`src/rtl/spi_seq_pkg.sv`:
```
// Shared types for the SPI transfer sequencer.
//   state_t   : sequencer FSM states
//   cmd_t     : queued transmit request {data, ss}
//   rsp_t     : queued response {data, ss, err}
//   isOneHot  : legal slave-select check
package spi_seq_pkg;

    // Slave-select width carried in the queued command/response words.
    localparam int SS_W = 2;

    typedef enum logic [2:0] {
        ST_IDLE,
        ST_SETUP,
        ST_STROBE,
        ST_WAIT,
        ST_GAP
    } state_t;

    typedef struct packed {
        logic [7:0]      data;
        logic [SS_W-1:0] ss;
    } cmd_t;

    typedef struct packed {
        logic [7:0]      data;
        logic [SS_W-1:0] ss;
        logic            err;
    } rsp_t;

    function automatic logic isOneHot(input logic [SS_W-1:0] ss);
        return (ss != '0) && ((ss & (ss - SS_W'(1))) == '0);
    endfunction

endpackage

```
`src/rtl/spi_xfer_sequencer_fifo.sv`:
```
// Synchronous FIFO with synchronous active-high reset.
//   clk, rst          : clock, reset
//   push, pushData    : write (ignored when full)
//   pop, popData      : read (ignored when empty), popData shows the head
//   full, empty, count: occupancy status
module sync_fifo #(
    parameter int WIDTH = 8,
    parameter int DEPTH = 8
) (
    input  logic                       clk,
    input  logic                       rst,
    input  logic                       push,
    input  logic [WIDTH-1:0]           pushData,
    input  logic                       pop,
    output logic [WIDTH-1:0]           popData,
    output logic                       full,
    output logic                       empty,
    output logic [$clog2(DEPTH+1)-1:0] count
);
    localparam int AW = $clog2(DEPTH);
    localparam int CW = $clog2(DEPTH+1);

    logic [WIDTH-1:0] mem [DEPTH];
    logic [AW-1:0]    wrPtr;
    logic [AW-1:0]    rdPtr;
    logic             doPush;
    logic             doPop;

    assign doPush  = push & ~full;
    assign doPop   = pop & ~empty;
    assign full    = (count == CW'(DEPTH));
    assign empty   = (count == '0);
    assign popData = mem[rdPtr];

    always_ff @(posedge clk) begin
        if (doPush) begin
            mem[wrPtr] <= pushData;
        end
    end

    // Pointers wrap naturally because DEPTH is a power of two.
    always_ff @(posedge clk) begin
        if (rst) begin
            wrPtr <= '0;
            rdPtr <= '0;
            count <= '0;
        end else begin
            if (doPush) wrPtr <= wrPtr + AW'(1);
            if (doPop)  rdPtr <= rdPtr + AW'(1);
            if (doPush && !doPop)      count <= count + CW'(1);
            else if (!doPush && doPop) count <= count - CW'(1);
        end
    end

endmodule

```
`src/rtl/spi_xfer_sequencer.sv`:
```
// Queued command front-end for the SPI master.
//   Clk_i, Rst_i                      : clock, synchronous active-high reset
//   Req_valid_i/ready_o/data_i/ss_i   : transmit request stream
//   Rsp_valid_o/ready_i/data_o/ss_o/err_o : response stream, in request order
//   Buf_o, Ss_o, Strobe_o             : to master Buf_i, ss_i, Strobe_i
//   MReady_i, MRcvd_i                 : from master Ready_o, Rcvd_o
//   Busy_o                            : FSM not idle
//   Count_o                           : command FIFO occupancy
//
// state     | meaning
// ----------+---------------------------------------------------------
// ST_IDLE   | wait for a command and response space, pop the head
// ST_SETUP  | Buf_o/Ss_o settled for one cycle before the strobe
// ST_STROBE | Strobe_o high for this single cycle, arm the timeout
// ST_WAIT   | wait for a MReady_i rising edge or the timeout
// ST_GAP    | GAP idle cycles before the next command
module spi_xfer_sequencer
    import spi_seq_pkg::*;
#(
    parameter int DEPTH   = 8,
    parameter int NSLAVE  = SS_W,
    parameter int TIMEOUT = 64,
    parameter int GAP     = 2
) (
    input  logic                       Clk_i,
    input  logic                       Rst_i,
    input  logic                       Req_valid_i,
    output logic                       Req_ready_o,
    input  logic [7:0]                 Req_data_i,
    input  logic [NSLAVE-1:0]          Req_ss_i,
    output logic                       Rsp_valid_o,
    input  logic                       Rsp_ready_i,
    output logic [7:0]                 Rsp_data_o,
    output logic [NSLAVE-1:0]          Rsp_ss_o,
    output logic                       Rsp_err_o,
    output logic [7:0]                 Buf_o,
    output logic [NSLAVE-1:0]          Ss_o,
    output logic                       Strobe_o,
    input  logic                       MReady_i,
    input  logic [7:0]                 MRcvd_i,
    output logic                       Busy_o,
    output logic [$clog2(DEPTH+1)-1:0] Count_o
);
    localparam int CW = $clog2(DEPTH+1);
    localparam int TW = $clog2(TIMEOUT+1);
    localparam int GW = $clog2(GAP+1);

    state_t          state, stateNext;
    cmd_t            cmdIn, cmdHead;
    rsp_t            rspIn, rspHead;
    logic            cmdFull, cmdEmpty, cmdPush, cmdPop;
    logic            rspFull, rspEmpty, rspPush, rspPop;
    logic [CW-1:0]   rspCount;
    logic            unusedRspCount;
    logic [7:0]      bufQ;
    logic [NSLAVE-1:0] ssQ;
    logic [TW-1:0]   tcnt, tcntNext;
    logic [GW-1:0]   gcnt, gcntNext;
    logic            mreadyQ;
    logic            mreadyRise;
    logic            loadBuf;

    assign cmdIn       = '{data: Req_data_i, ss: Req_ss_i};
    assign Req_ready_o = ~cmdFull;
    assign cmdPush     = Req_valid_i & ~cmdFull;

    assign Rsp_valid_o = ~rspEmpty;
    assign rspPop      = Rsp_valid_o & Rsp_ready_i;
    // Masked so the stream reads all-zero while empty (FIFO RAM is not reset).
    assign Rsp_data_o  = Rsp_valid_o ? rspHead.data : '0;
    assign Rsp_ss_o    = Rsp_valid_o ? rspHead.ss   : '0;
    assign Rsp_err_o   = Rsp_valid_o & rspHead.err;
    assign unusedRspCount = ^rspCount;

    assign Buf_o      = bufQ;
    assign Ss_o       = ssQ;
    assign Strobe_o   = (state == ST_STROBE);
    assign Busy_o     = (state != ST_IDLE);
    // Only an edge counts: a Ready level already high on WAIT entry is stale.
    assign mreadyRise = MReady_i & ~mreadyQ;

    sync_fifo #(.WIDTH($bits(cmd_t)), .DEPTH(DEPTH)) uCmdFifo (
        .clk(Clk_i), .rst(Rst_i),
        .push(cmdPush), .pushData(cmdIn),
        .pop(cmdPop), .popData(cmdHead),
        .full(cmdFull), .empty(cmdEmpty), .count(Count_o)
    );

    sync_fifo #(.WIDTH($bits(rsp_t)), .DEPTH(DEPTH)) uRspFifo (
        .clk(Clk_i), .rst(Rst_i),
        .push(rspPush), .pushData(rspIn),
        .pop(rspPop), .popData(rspHead),
        .full(rspFull), .empty(rspEmpty), .count(rspCount)
    );

    always_ff @(posedge Clk_i) begin
        if (Rst_i) begin
            state   <= ST_IDLE;
            bufQ    <= '0;
            ssQ     <= '0;
            tcnt    <= '0;
            gcnt    <= '0;
            mreadyQ <= 1'b0;
        end else begin
            state   <= stateNext;
            tcnt    <= tcntNext;
            gcnt    <= gcntNext;
            mreadyQ <= MReady_i;
            if (loadBuf) begin
                bufQ <= cmdHead.data;
                ssQ  <= cmdHead.ss;
            end
        end
    end

    always_comb begin
        stateNext = state;
        tcntNext  = tcnt;
        gcntNext  = gcnt;
        cmdPop    = 1'b0;
        rspPush   = 1'b0;
        rspIn     = '0;
        loadBuf   = 1'b0;
        unique case (state)
            ST_IDLE: begin
                // Start only with response space so no response can be lost.
                if (!cmdEmpty && !rspFull) begin
                    cmdPop = 1'b1;
                    if (isOneHot(cmdHead.ss)) begin
                        loadBuf   = 1'b1;
                        stateNext = ST_SETUP;
                    end else begin
                        rspPush   = 1'b1;
                        rspIn     = '{data: 8'h00, ss: cmdHead.ss, err: 1'b1};
                        gcntNext  = GW'(GAP - 1);
                        stateNext = ST_GAP;
                    end
                end
            end
            ST_SETUP: stateNext = ST_STROBE;
            ST_STROBE: begin
                // Timeout is a down-counter: terminal count 0 is the last WAIT cycle.
                tcntNext  = TW'(TIMEOUT - 1);
                stateNext = ST_WAIT;
            end
            ST_WAIT: begin
                if (mreadyRise) begin
                    rspPush   = 1'b1;
                    rspIn     = '{data: MRcvd_i, ss: ssQ, err: 1'b0};
                    gcntNext  = GW'(GAP - 1);
                    stateNext = ST_GAP;
                end else if (tcnt == '0) begin
                    rspPush   = 1'b1;
                    rspIn     = '{data: 8'h00, ss: ssQ, err: 1'b1};
                    gcntNext  = GW'(GAP - 1);
                    stateNext = ST_GAP;
                end else begin
                    tcntNext = tcnt - TW'(1);
                end
            end
            ST_GAP: begin
                if (gcnt == '0) stateNext = ST_IDLE;
                else            gcntNext  = gcnt - GW'(1);
            end
            default: stateNext = ST_IDLE;
        endcase
    end

endmodule

```
`config.mk`:
```
export PLATFORM = sky130hd
export DESIGN_NAME = spi_xfer_sequencer
export DESIGN_NICKNAME = d
export VERILOG_FILES = /design/src/rtl/spi_seq_pkg.sv /design/src/rtl/spi_xfer_sequencer_fifo.sv /design/src/rtl/spi_xfer_sequencer.sv
export SDC_FILE = /design/constraint.sdc
export NUM_CORES = 1
export LEC_CHECK = 0
export CORE_ASPECT_RATIO = 1.2
export CORE_UTILIZATION = 50
export CTS_CLUSTER_SIZE = 10
export DETAILED_ROUTE_END_ITERATION = 6
export PLACE_DENSITY = 0.69
export SYNTH_ARGS = -nofsm -noshare
export SYNTH_HDL_FRONTEND = slang
export SYNTH_SLANG_ARGS = --single-unit
```
`constraint.sdc`:
```
create_clock -name Clk_i -period 4.3 [get_ports Clk_i]
set_clock_uncertainty 0.15 [all_clocks]
set_input_delay 1.075 -clock Clk_i [delete_from_list [all_inputs] [get_ports Clk_i]]
set_output_delay 1.075 -clock Clk_i [all_outputs]
set_load 0.02 [all_outputs]
```
# [Word level (Yosys, flattened, before mapping)]
# Memories as Yosys holds them, arrays and structs flattened. A register that Yosys moved wholly into a read port is not among the register bits.
# Index checks and enable logic that the tools add are counted.
[op_classes] n_mux=44 bitwise_logic=14 reduce_logical=27 n_eq_ne=13 n_addsub=11
[ops] op="$mux 3" n=12
[ops] op="$pmux 11 s2" n=1
[ops] op="$mux 4" n=4
[ops] op="$pmux 3 s5" n=1
[ops] op="$mux 7" n=2
[ops] op="$pmux 7 s2" n=1
[ops] op="$mux 1" n=13
[ops] op="$add 3x1->3 const B" n=4
[ops] op="$mux 2" n=6
[ops] op="$ne 2x2->1 const B" n=6
[ops] op="$mux 11" n=1
[ops] op="$add 4x1->4 const B" n=2
[ops] op="$and 1x1->1" n=8
[ops] op="$eq 4x4->1 const B" n=2
[ops] op="$logic_not 4->1" n=2
[ops] op="$mux 8" n=1
[ops] op="$reduce_bool 2->1" n=4
[ops] op="$sub 4x1->4 const B" n=2
[ops] op="$logic_not 7->1" n=1
[ops] op="$sub 7x1->7 const B" n=1
[ops] op="$eq 3x2->1 const B" n=2
[ops] op="$logic_and 1x1->1" n=6
[ops] op="$logic_not 1->1" n=6
[ops] op="$pmux 2 s3" n=1
[ops] op="other kinds (12)" n=20
[totals] ff_bits=43 word_cells=123 output_inout_bits=29 mem_bits_rw=168 mem_count=2 inputBits=23
[memory_table] memory="uRspFifo.mem" words=8 word_bits=11 read_ports=1 rd_clocked_by_memory_dff=1 wr=1 line="spi_xfer_sequencer_fifo.sv:23" rtl="logic [WIDTH-1:0] mem [DEPTH];"
[memory_table] memory="uCmdFifo.mem" words=8 word_bits=10 read_ports=1 rd_clocked_by_memory_dff=1 wr=1 line="spi_xfer_sequencer_fifo.sv:23"

# [Logic depth before layout (Yosys ltp)]
# Gate-level depths: netlist of the first run.
[logic_depth] depth_word=12 mapped_depth=14 mapped_depth_nobuf=13

# [Modules after synthesis]
# Synthesis of the first run repeated with hierarchy kept, for this count alone.
[unflattened] cells_unflattened=552 hier_area_um2=8927.3
[modules_own_cells] module="sync_fifo (uRspFifo)" seq_area_each_um2=2902.8 cells_each=199 area_each_um2=3953.8 n_inst=1
[modules_own_cells] module="sync_fifo (uCmdFifo)" seq_area_each_um2=2662.6 cells_each=188 area_each_um2=3657.3 n_inst=1
[modules_own_cells] module="spi_xfer_sequencer" seq_area_each_um2=460.4 cells_each=165 area_each_um2=1316.3 n_inst=1

# [Worst setup path before layout of the first run]
# No wires, ideal clock.
[synth_path] kind="reg2reg" startpoint="register with a tool-made name" endpoint="register uRspFifo.count[3]" n_path_buf=1 path_slack_ns=0.635 arrival_time_ns=3.445 period_less_slack_ns=3.665 stages_incl_launch_ff=15 setup_time_ns=0.070 t_required_ns=4.080 path_cell_list="dfxtp_1 > buf_2 > mux4_2 > mux2_2 > ha_1 > inv_1 > a22o_2 > ha_1 > inv_1 > ha_1 > a21o_1 > a21oi_1 > xnor2_1 > or3_1 > a21oi_1"
[synth_lines] item="to (signal assigned)" line="spi_xfer_sequencer_fifo.sv:50" rtl="if (doPush && !doPop) count <= count + CW'(1);"
[synth_lines] item="to (signal assigned)" line="spi_xfer_sequencer_fifo.sv:51" rtl="else if (!doPush && doPop) count <= count - CW'(1);"
[synth_lines] item="to (decl)" line="spi_xfer_sequencer_fifo.sv:18" rtl="output logic [$clog2(DEPTH+1)-1:0] count"

==> impl_summary.txt, run 1 <==
----------------------------------------------------
[Final layout]
  Fraction of final layout cells with drive strength greater than 1 ... between 15 and 20%
  Final Non-Filler Cells ... 840
  Post-synthesis to final-layout area growth ... 18.3%
  Filler instances ... between 1,000 and 1,500
  Most frequent standard cell in the layout excluding fill and tap cells ... sky130_fd_sc_hd__edfxtp_1
  Count of antenna diodes in the layout ... 0
  Final net count ... 646
  Most frequent cells in the layout ... sky130_fd_sc_hd__edfxtp_1 (168), sky130_fd_sc_hd__nor2_1 (55), sky130_fd_sc_hd__clkdlybuf4s50_1 (51), sky130_fd_sc_hd__dfxtp_1 (49), sky130_fd_sc_hd__mux4_2 (42)

[Synthesis]
  Synth warn ... 0
  Number of unique standard cell types used by synthesis ... between 40 and 50
  Post-Synthesis Cells ... around 530
  Area share of the largest cell type after synthesis ... between 50 and 60%
  Share of the yosys chip area belonging to registers ... about 70%
  Synth top area cells ... sky130_fd_sc_hd__edfxtp_1 (58%), sky130_fd_sc_hd__dfxtp_1 (11%), sky130_fd_sc_hd__mux4_2 (11%), sky130_fd_sc_hd__mux2i_1 (2.6%), sky130_fd_sc_hd__nor2_1 (2.4%)
  Post-synthesis cell type with the largest combined area ... sky130_fd_sc_hd__edfxtp_1
  Syn_nets ... 566
  Netlist area before placement ... 0.00872 mm^2
  Mean instance size in the synthesized netlist ... approximately 17 um^2
  Register bit total from synthesis ... ~220

[Detailed routing]
  Initial DRT Pass Iterations ... 5
  Drt initial violations ... approximately 280
  Routed wire length ... 16,400 um
  Via Count ... ~4,700
  Detail-routed net length per standard cell ... approximately 19 um
  Antenna viol nets, final ... 0
  DRC violations left ... 0
  DR vias/cell ... roughly 5.5

[Timing]
  Final critical-path share of the clock period ... between 80 and 90%
  Relative slew margins ... roughly 36%
  Final number of max-transition violations ... 0
  Transition at the pin with the smallest max-transition slack ... between 0.9 and 1 ns
  Number of endpoints with negative hold slack in the final report ... 0
  Final period demand of the worst path ... 3.83 ns
  FMAX ... approximately 260 MHz
  Setup TNS Final ... 0 ns
  Number of setup violations in the final report ... 0
  Setup repair after global routing missed its margin ... false

[Global routing]
  Overall track demand over capacity in global routing ... roughly a fifth
  Number of antenna violations at the first check in global routing ... 0
  First-pass GRT wire length ... 26,000 um
  Via count of the first global-routing pass ... roughly 4,900
  Leftover overflow at the end of global routing ... 0
  Pin count of the biggest net entering global routing ... 26

[Floorplanning]
  Number of rows created at floorplan ... between 50 and 60
  Top-Level Pins ... between 50 and 60
  Area of the core region ... between 0.015 and 0.02 mm^2
  Effective utilization at floorplan ... 51.4%
  Height of the die ... between 100 and 150 um
  Die Width ... 123 um
  Floorplan die area ... 0.0180 mm^2

[Clock tree]
  Clock transition at the register clock pins on the worst setup and hold paths after CTS ... around 0.060 ns
  Number of buffers between clock root and the deepest sink ... 3
  Resize count post-CTS ... 0
  Hold bufs inserted after CTS ... 0
  Skew-Pair Late Insertion Delay ... slightly above 0.5 ns
  Htree depth ... 1
  Root Buffer Master ... sky130_fd_sc_hd__clkbuf_16
  Total clock sinks ... between 200 and 250
  Count of buffers added by post-CTS timing repair for setup ... 0
  Clock tree from TritonCTS ... yes
  Total CTS buffers ... 25

[Critical path]
  Capturing element type of the critical path ... flop
  Crit path largest cell delay ... 0.54 ns
  Crit path max fanout ... 5
  Crit path cell chain ... mux4_2, mux2_2, ha_1, inv_1, a22o_2, ha_1, inv_1, ha_1, a21o_1, a21oi_1, xnor2_1, or3_1, a21oi_1
  Kind of launch point of the worst setup path ... flop
  Endpoint arrival time on the critical path ... between 4 and 5 ns
  Crit Path Category ... reg -> reg
  CP required ... 4.57 ns
  Cell at the slowest stage of the critical path ... sky130_fd_sc_hd__mux4_2
  Cell repeated most along the worst path ... sky130_fd_sc_hd__ha_1

[Place]
  Detailed-placement wirelength estimate ... between 10,000 and 15,000 um
  RePlAce Congestion ... between 0.8 and 0.9
  Number of input and output port buffers inserted ... 51
  Cell total after placement ... 796

[Pwr]
  Leakage power total ... roughly 0.0035 uW
  Power density cells ... approximately 650 mW/mm^2
  Worst vdd ir ... 342 uV

[Worst hold path]
  Worst Hold Class ... reg -> reg

[Flow run]
  Maximum capacitance violations ... 0

[Run status]
  Outcome ... finished, final reports clean

----------------------------------------------------
## cells in the mapped netlist, drive strengths merged
cell type	instances
or3b	1
clkbuf	9
nor4	4
inv	12
ha	14
a21o	2
o2111ai	2
edfxtp	168
buf	12
or2	2
and2	8
a32oi	1
nor3	13
xor2	7
nor4b	1
or3	7
nand2b	5
nand2	17
a22o	3
nor2	56
xnor2	11
mux2i	23
o32ai	1
nand3	3
fa	2
mux2	2
or4	3
o21ai	3
a211oi	9
nor3b	4
nand3b	4
o211ai	1
a21oi	20
nor2b	3
mux4	42
dfxtp	49
o221ai	1
o31ai	2
## sequential cells by signal (all words and copies together), names as in the netlist, named ones only
name,cells
Buf_o,8
Ss_o,2
gcnt,2
mreadyQ,1
state,3
tcnt,7
uCmdFifo.count,4
uCmdFifo.mem,80
uCmdFifo.rdPtr,3
uCmdFifo.wrPtr,3
uRspFifo.count,4
uRspFifo.mem,88
uRspFifo.rdPtr,3
uRspFifo.wrPtr,3
## layer usage
metal / global-route usage, % / wire length, um
met1: 23.0 / 6540
met2: 34.9 / 8850
met3: 3.14 / 637
met4: 5.37 / 321
met5: 0 / 0
## final timing paths
check	from	to	slack (ns)	depth (start not counted)
max reg2reg	flop	uRspFifo.count[3]	0.47	13
max	flop	uRspFifo.count[3]	0.47	13
min	gcnt[1]	gcnt[1]	0.30	2
min reg2reg	gcnt[1]	gcnt[1]	0.30	2
## worst max-delay path: cells and delay by family, from the launching register on
kind	cells	cell delay, ns
AOI/OAI and AO/OA	4	0.80
xor gates and xnor gates	1	0.09
adders and majority gates	3	0.83
buffers and inverters	2	0.24
DFF	1	0.48
muxes	2	0.83
and+or+nand+nor	1	0.32
## per-stage QoR
stage	hold WS (ns)	power, uW	util, %	worst slack (ns)	cell area [um^2]
after detailed placement	0.297	4940	56.6	0.481	9610
final	0.301	6710	60.8	0.473	10300
after global placement	0.290	4840	56.6	0.599	9610
after CTS	0.303	6780	60.8	0.445	10300
after floorplan	0.282	4280	-	0.635	8720
after global routing	0.334	7070	60.8	0.286	10300
## cell type report
cell class / count / area, um^2 / share of cell area, %
clock buffers: 42 / 689 / 6.68
clock inverters: 2 / 13.8 / 0.133
inverters: 12 / 45.0 / 0.437
multi-input cells: 277 / 2580 / 25.0
flip-flops and latches: 217 / 6030 / 58.4
well taps: 216 / 270 / 2.62
repair buffers: 74 / 696 / 6.74
## cell families after synthesis
kind of cell / count (synthesis) / share of synthesized area (%)
adders and majority gates: 16 / 2.47
AOI/OAI and AO/OA: 45 / 3.66
xor gates and xnor gates: 18 / 1.81
DFF: 217 / 69.1
and+or+nand+nor: 131 / 7.63
muxes: 67 / 13.7
buffers and inverters: 33 / 1.63
## power by group
group          switching (uW)  internal [uW]
registers                 169           2550
logic                    1150           1000
clock network             756           1080
total                    2080           4630
(Power assumes the default switching activity.)
==> run 2: changes to the inputs <==
CAP_MARGIN = 20   (was unset)
DONT_BUFFER_PORTS = 1   (was unset)
PLACE_DENSITY = unset   (was 0.69)
clock period = 4 ns   (was 4.3 ns; I/O delays follow)
==> run 2 against run 1 <==
- power rose by 4.1%
- sequential power rose by 9.2%
- clock power rose by 9%
- critical path type unchanged
- largest power group unchanged
- flip-flop and latch count did not move
==> impl_summary.txt, run 2 (same netlist as run 1, synthesis figures left out) <==
----------------------------------------------------
[Run status]
  Outcome ... finished, final reports clean

[Timing]
  Number of endpoints with negative hold slack in the final report ... 0 (unchanged)
  Number of setup violations in the final report ... 0 (unchanged)
  Setup TNS Final ... 0 ns (unchanged)
  Final period demand of the worst path ... 3.72 ns (-0.109 ns)
  Final number of max-transition violations ... 0 (unchanged)
  Transition at the pin with the smallest max-transition slack ... 0.961 ns (+0.00800 ns)
  Final critical-path share of the clock period ... 92.9% (+4.0 points)
  Setup repair after global routing missed its margin ... false
  FMAX ... 269 MHz (+2.9%)
  Fin worst setup slack ... 0.282 ns (-0.191 ns)
  Relative slew margins ... 35.7% (-0.53 points)

[Detailed routing]
  Detail-routed net length per standard cell ... 20.4 um (+4.8%)
  DR vias/cell ... 5.70 (+2.9%)
  Routed wire length ... 16,100 um (-1.3%)
  Drt initial violations ... 261 (-6.5%)
  DRC violations left ... 0 (unchanged)
  Via Count ... 4,510 (-3.1%)
  Antenna viol nets, final ... 0 (unchanged)
  Initial DRT Pass Iterations ... 4 (-1)

[Clock tree]
  Clock tree from TritonCTS ... yes
  Clock transition at the register clock pins on the worst setup and hold paths after CTS ... 0.06 ns (about the same)
  Root Buffer Master ... sky130_fd_sc_hd__clkbuf_16
  Count of buffers added by post-CTS timing repair for setup ... 0 (unchanged)
  Hold bufs inserted after CTS ... 0 (unchanged)
  Total clock sinks ... 217 (unchanged)
  Resize count post-CTS ... 0 (unchanged)
  Htree depth ... 1 (unchanged)
  Total CTS buffers ... 25 (unchanged)
  Number of buffers between clock root and the deepest sink ... 3 (unchanged)
  Skew-Pair Late Insertion Delay ... 0.52 ns (about the same)

[Pwr]
  Power density cells ... 710 mW/mm^2 (+9.2%)
  Switching Fraction ... 31.6% (+0.58 points)
  Internal power ... 4780 uW (+3.2%)
  Clk pwr share ... 28.6% (+1.2 points)
  Relative contribution of combinational cells to total power ... 28.9% (-3.3 points)
  Worst vdd ir ... 386 uV (+13%)
  Leakage power total ... 0.00327 uW (-5.4%)
  Psw ... 2210 uW (+6.0%)
  Seq pwr share ... 42.5% (+2.0 points)

[Global routing]
  Via count of the first global-routing pass ... 4,638 (-4.5%)
  Pin count of the biggest net entering global routing ... 47 (+81%)
  Overall track demand over capacity in global routing ... 19.0% (-0.16 points)
  Leftover overflow at the end of global routing ... 0 (unchanged)
  First-pass GRT wire length ... 25,400 um (-2.3%)
  Number of antenna violations at the first check in global routing ... 0 (unchanged)

[Final layout]
  Final Non-Filler Cells ... 791 (-5.8%)
  Fraction of final layout cells with drive strength greater than 1 ... 19.3% (+2.2 points)
  Flip-flop count of the largest register after layout ... 88 (unchanged)
  Filler instances ... 1,289 (+0.55%)
  Most frequent standard cell in the layout excluding fill and tap cells ... sky130_fd_sc_hd__edfxtp_1
  Count of antenna diodes in the layout ... 0 (unchanged)
  Most frequent cells in the layout ... sky130_fd_sc_hd__edfxtp_1 (168), sky130_fd_sc_hd__nor2_1 (55), sky130_fd_sc_hd__dfxtp_1 (49), sky130_fd_sc_hd__mux4_2 (42), sky130_fd_sc_hd__clkbuf_16 (25)
  Post-synthesis to final-layout area growth ... 12.7%
  Final net count ... 596 (-7.7%)
  Register with the most flip-flops ... uRspFifo.mem

[Floorplanning]
  Top-Level Pins ... 52 (unchanged)
  Height of the die ... 147 um (unchanged)
  Floorplan die area ... 0.0180 mm^2 (unchanged)
  Effective utilization at floorplan ... 51.4% (unchanged)
  Die Width ... 123 um (unchanged)
  Area of the core region ... 0.0170 mm^2 (unchanged)
  Number of rows created at floorplan ... 52 (unchanged)

[Critical path]
  Crit Path Category ... reg -> reg
  Kind of launch point of the worst setup path ... flop
  Capturing element type of the critical path ... flop
  Endpoint arrival time on the critical path ... 4.02 ns (-0.08 ns)
  CP required ... 4.30 ns (-0.27 ns)
  Crit path max fanout ... 5 (unchanged)

[Worst hold path]
  Worst Hold Class ... reg -> reg

[Place]
  Detailed-placement wirelength estimate ... 10,300 um (-1.2%)
  Number of input and output port buffers inserted ... 0 (-100%)
  Cell total after placement ... 746 (-6.3%)
  RePlAce Congestion ... 0.750 (-7.1%)
  Post-Place Worst Slack ... 0.315 ns (-0.166 ns)

[Flow run]
  Maximum capacitance violations ... 0 (unchanged)

----------------------------------------------------
-- run 2: cell type report --
| class | count | area (um^2) | share of cell area (%) |
|---|---|---|---|
| clock inverter | 2 | 23.8 | 0.242 |
| sequential | 217 | 6030 | 61.3 |
| multi-input combinational | 277 | 2600 | 26.4 |
| timing repair buffer | 24 | 180 | 1.83 |
| clock buffer | 43 | 693 | 7.05 |
| inverter | 12 | 45.0 | 0.458 |
| tap | 216 | 270 | 2.75 |
-- run 2: metal layers --
metal  GRT usage (%)  vias up  routed length (um)
met4            5.18        0                 312
met5               0        -                   0
met2            35.2       84                8870
li1                -     2100                   -
met1            22.2     2298                6190
met3            3.26       28                 781
-- run 2: power groups by stage --
stage          sequential [uW]  combinational, uW  clock [uW]
3_3_place_gp              3000               1990           0
5_1_grt                   3000               2250        2140
2_1_floorplan             2950               1650           0
4_1_cts                   2970               2070        2050
6_report                  2970               2020        2000
3_5_place_dp              3020               2050           0
-- run 2: per-stage QoR --
stage / total power, uW / cell area, um^2 / util (%) / hold slack (ns)
after floorplan: 4600 / 8720 / - / 0.282
after global placement: 4990 / 9120 / 53.7 / 0.281
after detailed placement: 5070 / 9120 / 53.7 / 0.299
after CTS: 7080 / 9840 / 57.9 / 0.306
after global routing: 7390 / 9840 / 57.9 / 0.332
final: 6990 / 9840 / 57.9 / 0.304
-- run 2: worst paths after layout --
path                start  depth (start not counted)           endpoint  slack [ns]
hold reg to reg   gcnt[1]                          2            gcnt[1]        0.30
setup / recovery     flop                         13  uRspFifo.count[3]        0.28
setup reg to reg     flop                         13  uRspFifo.count[3]        0.28
hold / removal    gcnt[1]                          2            gcnt[1]        0.30
-- run 2: critical path, stage by stage, from the launching register on --
cell	delay, ns
sky130_fd_sc_hd__dfxtp_1	0.48
sky130_fd_sc_hd__mux4_2	0.56
sky130_fd_sc_hd__mux2_2	0.30
sky130_fd_sc_hd__ha_1	0.31
sky130_fd_sc_hd__inv_1	0.10
sky130_fd_sc_hd__a22o_2	0.29
sky130_fd_sc_hd__ha_1	0.21
sky130_fd_sc_hd__inv_1	0.13
sky130_fd_sc_hd__ha_1	0.24
sky130_fd_sc_hd__a21o_1	0.18
sky130_fd_sc_hd__a21oi_1	0.18
sky130_fd_sc_hd__xnor2_1	0.09
sky130_fd_sc_hd__or3_1	0.30
sky130_fd_sc_hd__a21oi_1	0.14
==> run 3: changes to the inputs <==
CTS_CLUSTER_SIZE = unset   (was 10)
RECOVER_POWER = 25   (was unset)
==> run 3 against run 2 <==
- setup slack gained 0.054 ns
- die area is the same
- global-route usage shrank 0.14 points
- hold slack gained 0.0028 ns
- first-iteration DRC count shrank 0.38%
- count of clock-buffer cells in the layout shrank 6
- combinational power is essentially flat
- critical path type unchanged
==> impl_summary.txt, run 3 (same netlist as run 1, synthesis figures left out) <==
----------------------------------------------------
[Place]
  Placed instance area ... 0.00912 mm^2 (unchanged)
  Detailed-placement wirelength estimate ... 10,300 um (unchanged)
  Number of input and output port buffers inserted ... 0 (unchanged)
  RePlAce Congestion ... 0.750 (unchanged)

[Pwr]
  Leakage power total ... 0.00329 uW (+0.80%)
  Worst vdd ir ... 402 uV (+4.3%)
  Power Total ... 7100 uW (+1.5%)
  Power density cells ... 720 mW/mm^2 (+1.3%)

[Timing]
  Number of setup violations in the final report ... 0 (unchanged)
  Setup repair after global routing missed its margin ... false
  Number of endpoints with negative hold slack in the final report ... 0 (unchanged)
  Setup TNS Final ... 0 ns (unchanged)
  Final number of max-transition violations ... 0 (unchanged)
  Transition at the pin with the smallest max-transition slack ... 1.11 ns (+0.151 ns)
  FMAX ... 273 MHz (+1.5%)
  Final period demand of the worst path ... 3.66 ns (-0.0542 ns)
  Final critical-path share of the clock period ... 91.6% (-1.4 points)
  Relative slew margins ... 24.9% (-11 points)

[Critical path]
  Number of buffer and inverter instances along the worst setup path ... 2 (unchanged)
  Capturing element type of the critical path ... flop
  Crit path cell chain ... mux4_2, mux2_2, ha_1, inv_1, a22o_2, ha_1, inv_1, ha_1, a21o_1, a21oi_1, xnor2_1, or3_1, a21oi_1
  Setup slack, reg-to-reg ... 0.34 ns (+0.05 ns)
  Crit path max-delay family ... multiplexers
  Kind of launch point of the worst setup path ... flop
  Cell repeated most along the worst path ... sky130_fd_sc_hd__ha_1
  Worst reg-to-reg path cell count ... 13 (unchanged)
  Cell at the slowest stage of the critical path ... sky130_fd_sc_hd__mux4_2
  CP required ... 4.29 ns (about the same)
  Reg-to-reg endpoint ... uRspFifo.count[3]
  Crit Path Category ... reg -> reg
  Crit path largest cell delay ... 0.54 ns (-0.02 ns)
  Crit path max fanout ... 5 (unchanged)
  Endpoint arrival time on the critical path ... 3.96 ns (-0.06 ns)

[Detailed routing]
  DRC violations left ... 0 (unchanged)
  DR vias/cell ... 5.65 (-0.82%)
  Antenna viol nets, final ... 0 (unchanged)
  Detail-routed net length per standard cell ... 20.5 um (+0.25%)
  Routed wire length ... 16,100 um (-0.13%)
  Via Count ... 4,456 (-1.2%)
  Drt initial violations ... 260 (-0.38%)
  Initial DRT Pass Iterations ... 4 (unchanged)

[Final layout]
  Final net count ... 594 (-0.34%)
  Register with the most flip-flops ... uRspFifo.mem
  Most frequent cells in the layout ... sky130_fd_sc_hd__edfxtp_1 (168), sky130_fd_sc_hd__nor2_1 (55), sky130_fd_sc_hd__dfxtp_1 (49), sky130_fd_sc_hd__mux4_2 (42), sky130_fd_sc_hd__clkbuf_16 (27)
  Count of antenna diodes in the layout ... 0 (unchanged)
  Fraction of final layout cells with drive strength greater than 1 ... 19.4% (+0.10 points)
  Flip-flop count of the largest register after layout ... 88 (unchanged)
  Most frequent standard cell in the layout excluding fill and tap cells ... sky130_fd_sc_hd__edfxtp_1
  Post-Route Utilization ... 58.1% (+0.13 points)
  Post-synthesis to final-layout area growth ... 13.0%
  Post-route design area ... 0.00986 mm^2 (+0.23%)

[Floorplanning]
  Die Width ... 123 um (unchanged)
  Area of the core region ... 0.0170 mm^2 (unchanged)
  Number of rows created at floorplan ... 52 (unchanged)
  Effective utilization at floorplan ... 51.4% (unchanged)
  Top-Level Pins ... 52 (unchanged)
  Floorplan die area ... 0.0180 mm^2 (unchanged)
  Height of the die ... 147 um (unchanged)

[Global routing]
  First-pass GRT wire length ... 25,200 um (-0.90%)
  Via count of the first global-routing pass ... 4,576 (-1.3%)
  Overall track demand over capacity in global routing ... 18.8% (-0.14 points)
  Number of antenna violations at the first check in global routing ... 0 (unchanged)
  Leftover overflow at the end of global routing ... 0 (unchanged)
  Pin count of the biggest net entering global routing ... 47 (unchanged)

[Worst hold path]
  Worst Hold Class ... reg -> reg
  Origin of the worst min-delay path ... gcnt[1]
  Terminating pin of the worst hold path ... gcnt[1]
  Hold path depth ... 2 (unchanged)

[Clock tree]
  Total CTS buffers ... 23 (-8.0%)
  Root Buffer Master ... sky130_fd_sc_hd__clkbuf_16
  Count of buffers added by post-CTS timing repair for setup ... 0 (unchanged)
  Clock transition at the register clock pins on the worst setup and hold paths after CTS ... 0.06 ns (about the same)
  Number of buffers between clock root and the deepest sink ... 3 (unchanged)
  Skew-Pair Late Insertion Delay ... 0.52 ns (about the same)
  Clock tree from TritonCTS ... yes
  Total clock sinks ... 217 (unchanged)
  Resize count post-CTS ... 0 (unchanged)
  Htree depth ... 1 (unchanged)
  Hold bufs inserted after CTS ... 0 (unchanged)

[Run status]
  Outcome ... finished, final reports clean

[Flow run]
  Maximum capacitance violations ... 0 (unchanged)

----------------------------------------------------
run 3: cell count changes in the layout (fill, tap and decap cells not counted), sizes merged:
cell / before / now
buf: 24 / 22
bufinv: 0 / 1
clkbuf: 43 / 39
clkinv: 1 / 3
run 3: layout make-up:
class	instances	area (um^2)
clock buffers	37	713
clock inverters	5	63.8
fillers	1285	7120
inverters	12	45.0
multi-input cells	277	2570
flip-flops and latches	217	6030
well taps	216	270
repair buffers	24	173
run 3: tightest hold or removal path: cells and delay by family, from the launching register on:
family          cells  cell delay [ns]
compound gates      1             0.05
flops               1             0.31
simple gates        1             0.05
run 3: metrics by stage:
| step | worst slack [ns] | hold slack (ns) | cells |
|---|---|---|---|
| 6_report | 0.336 | 0.307 | 788 |
| 5_1_grt | 0.0838 | 0.333 | 788 |
| 4_1_cts | 0.300 | 0.307 | 788 |
| 3_5_place_dp | 0.315 | 0.299 | 746 |
| 3_3_place_gp | 0.389 | 0.281 | 746 |
| 2_1_floorplan | 0.335 | 0.282 | 527 |
run 3: power by group:
| group | total [uW] | internal, uW | switching (uW) |
|---|---|---|---|
| logic | 2000 | 858 | 1140 |
| registers | 2960 | 2740 | 226 |
| clock network | 2130 | 1300 | 837 |
| total | 7100 | 4890 | 2200 |
run 3: worst max-delay path by stage:
stage / end / slack (ns) / depth (start not counted)
floorplan: uRspFifo.count[3] / 0.33 / 14
global placement: uRspFifo.count[3] / 0.39 / 13
detailed placement: uRspFifo.count[3] / 0.31 / 13
CTS: uRspFifo.count[3] / 0.30 / 13
global route: uRspFifo.count[3] / 0.08 / 11
finish: uRspFifo.count[3] / 0.34 / 13
run 3: metal layers:
metal	GRT usage [%]	share of wire [%]
met1	22.0	39
met2	34.9	55
met3	3.38	4.1
met4	5.12	1.7
met5	0	0
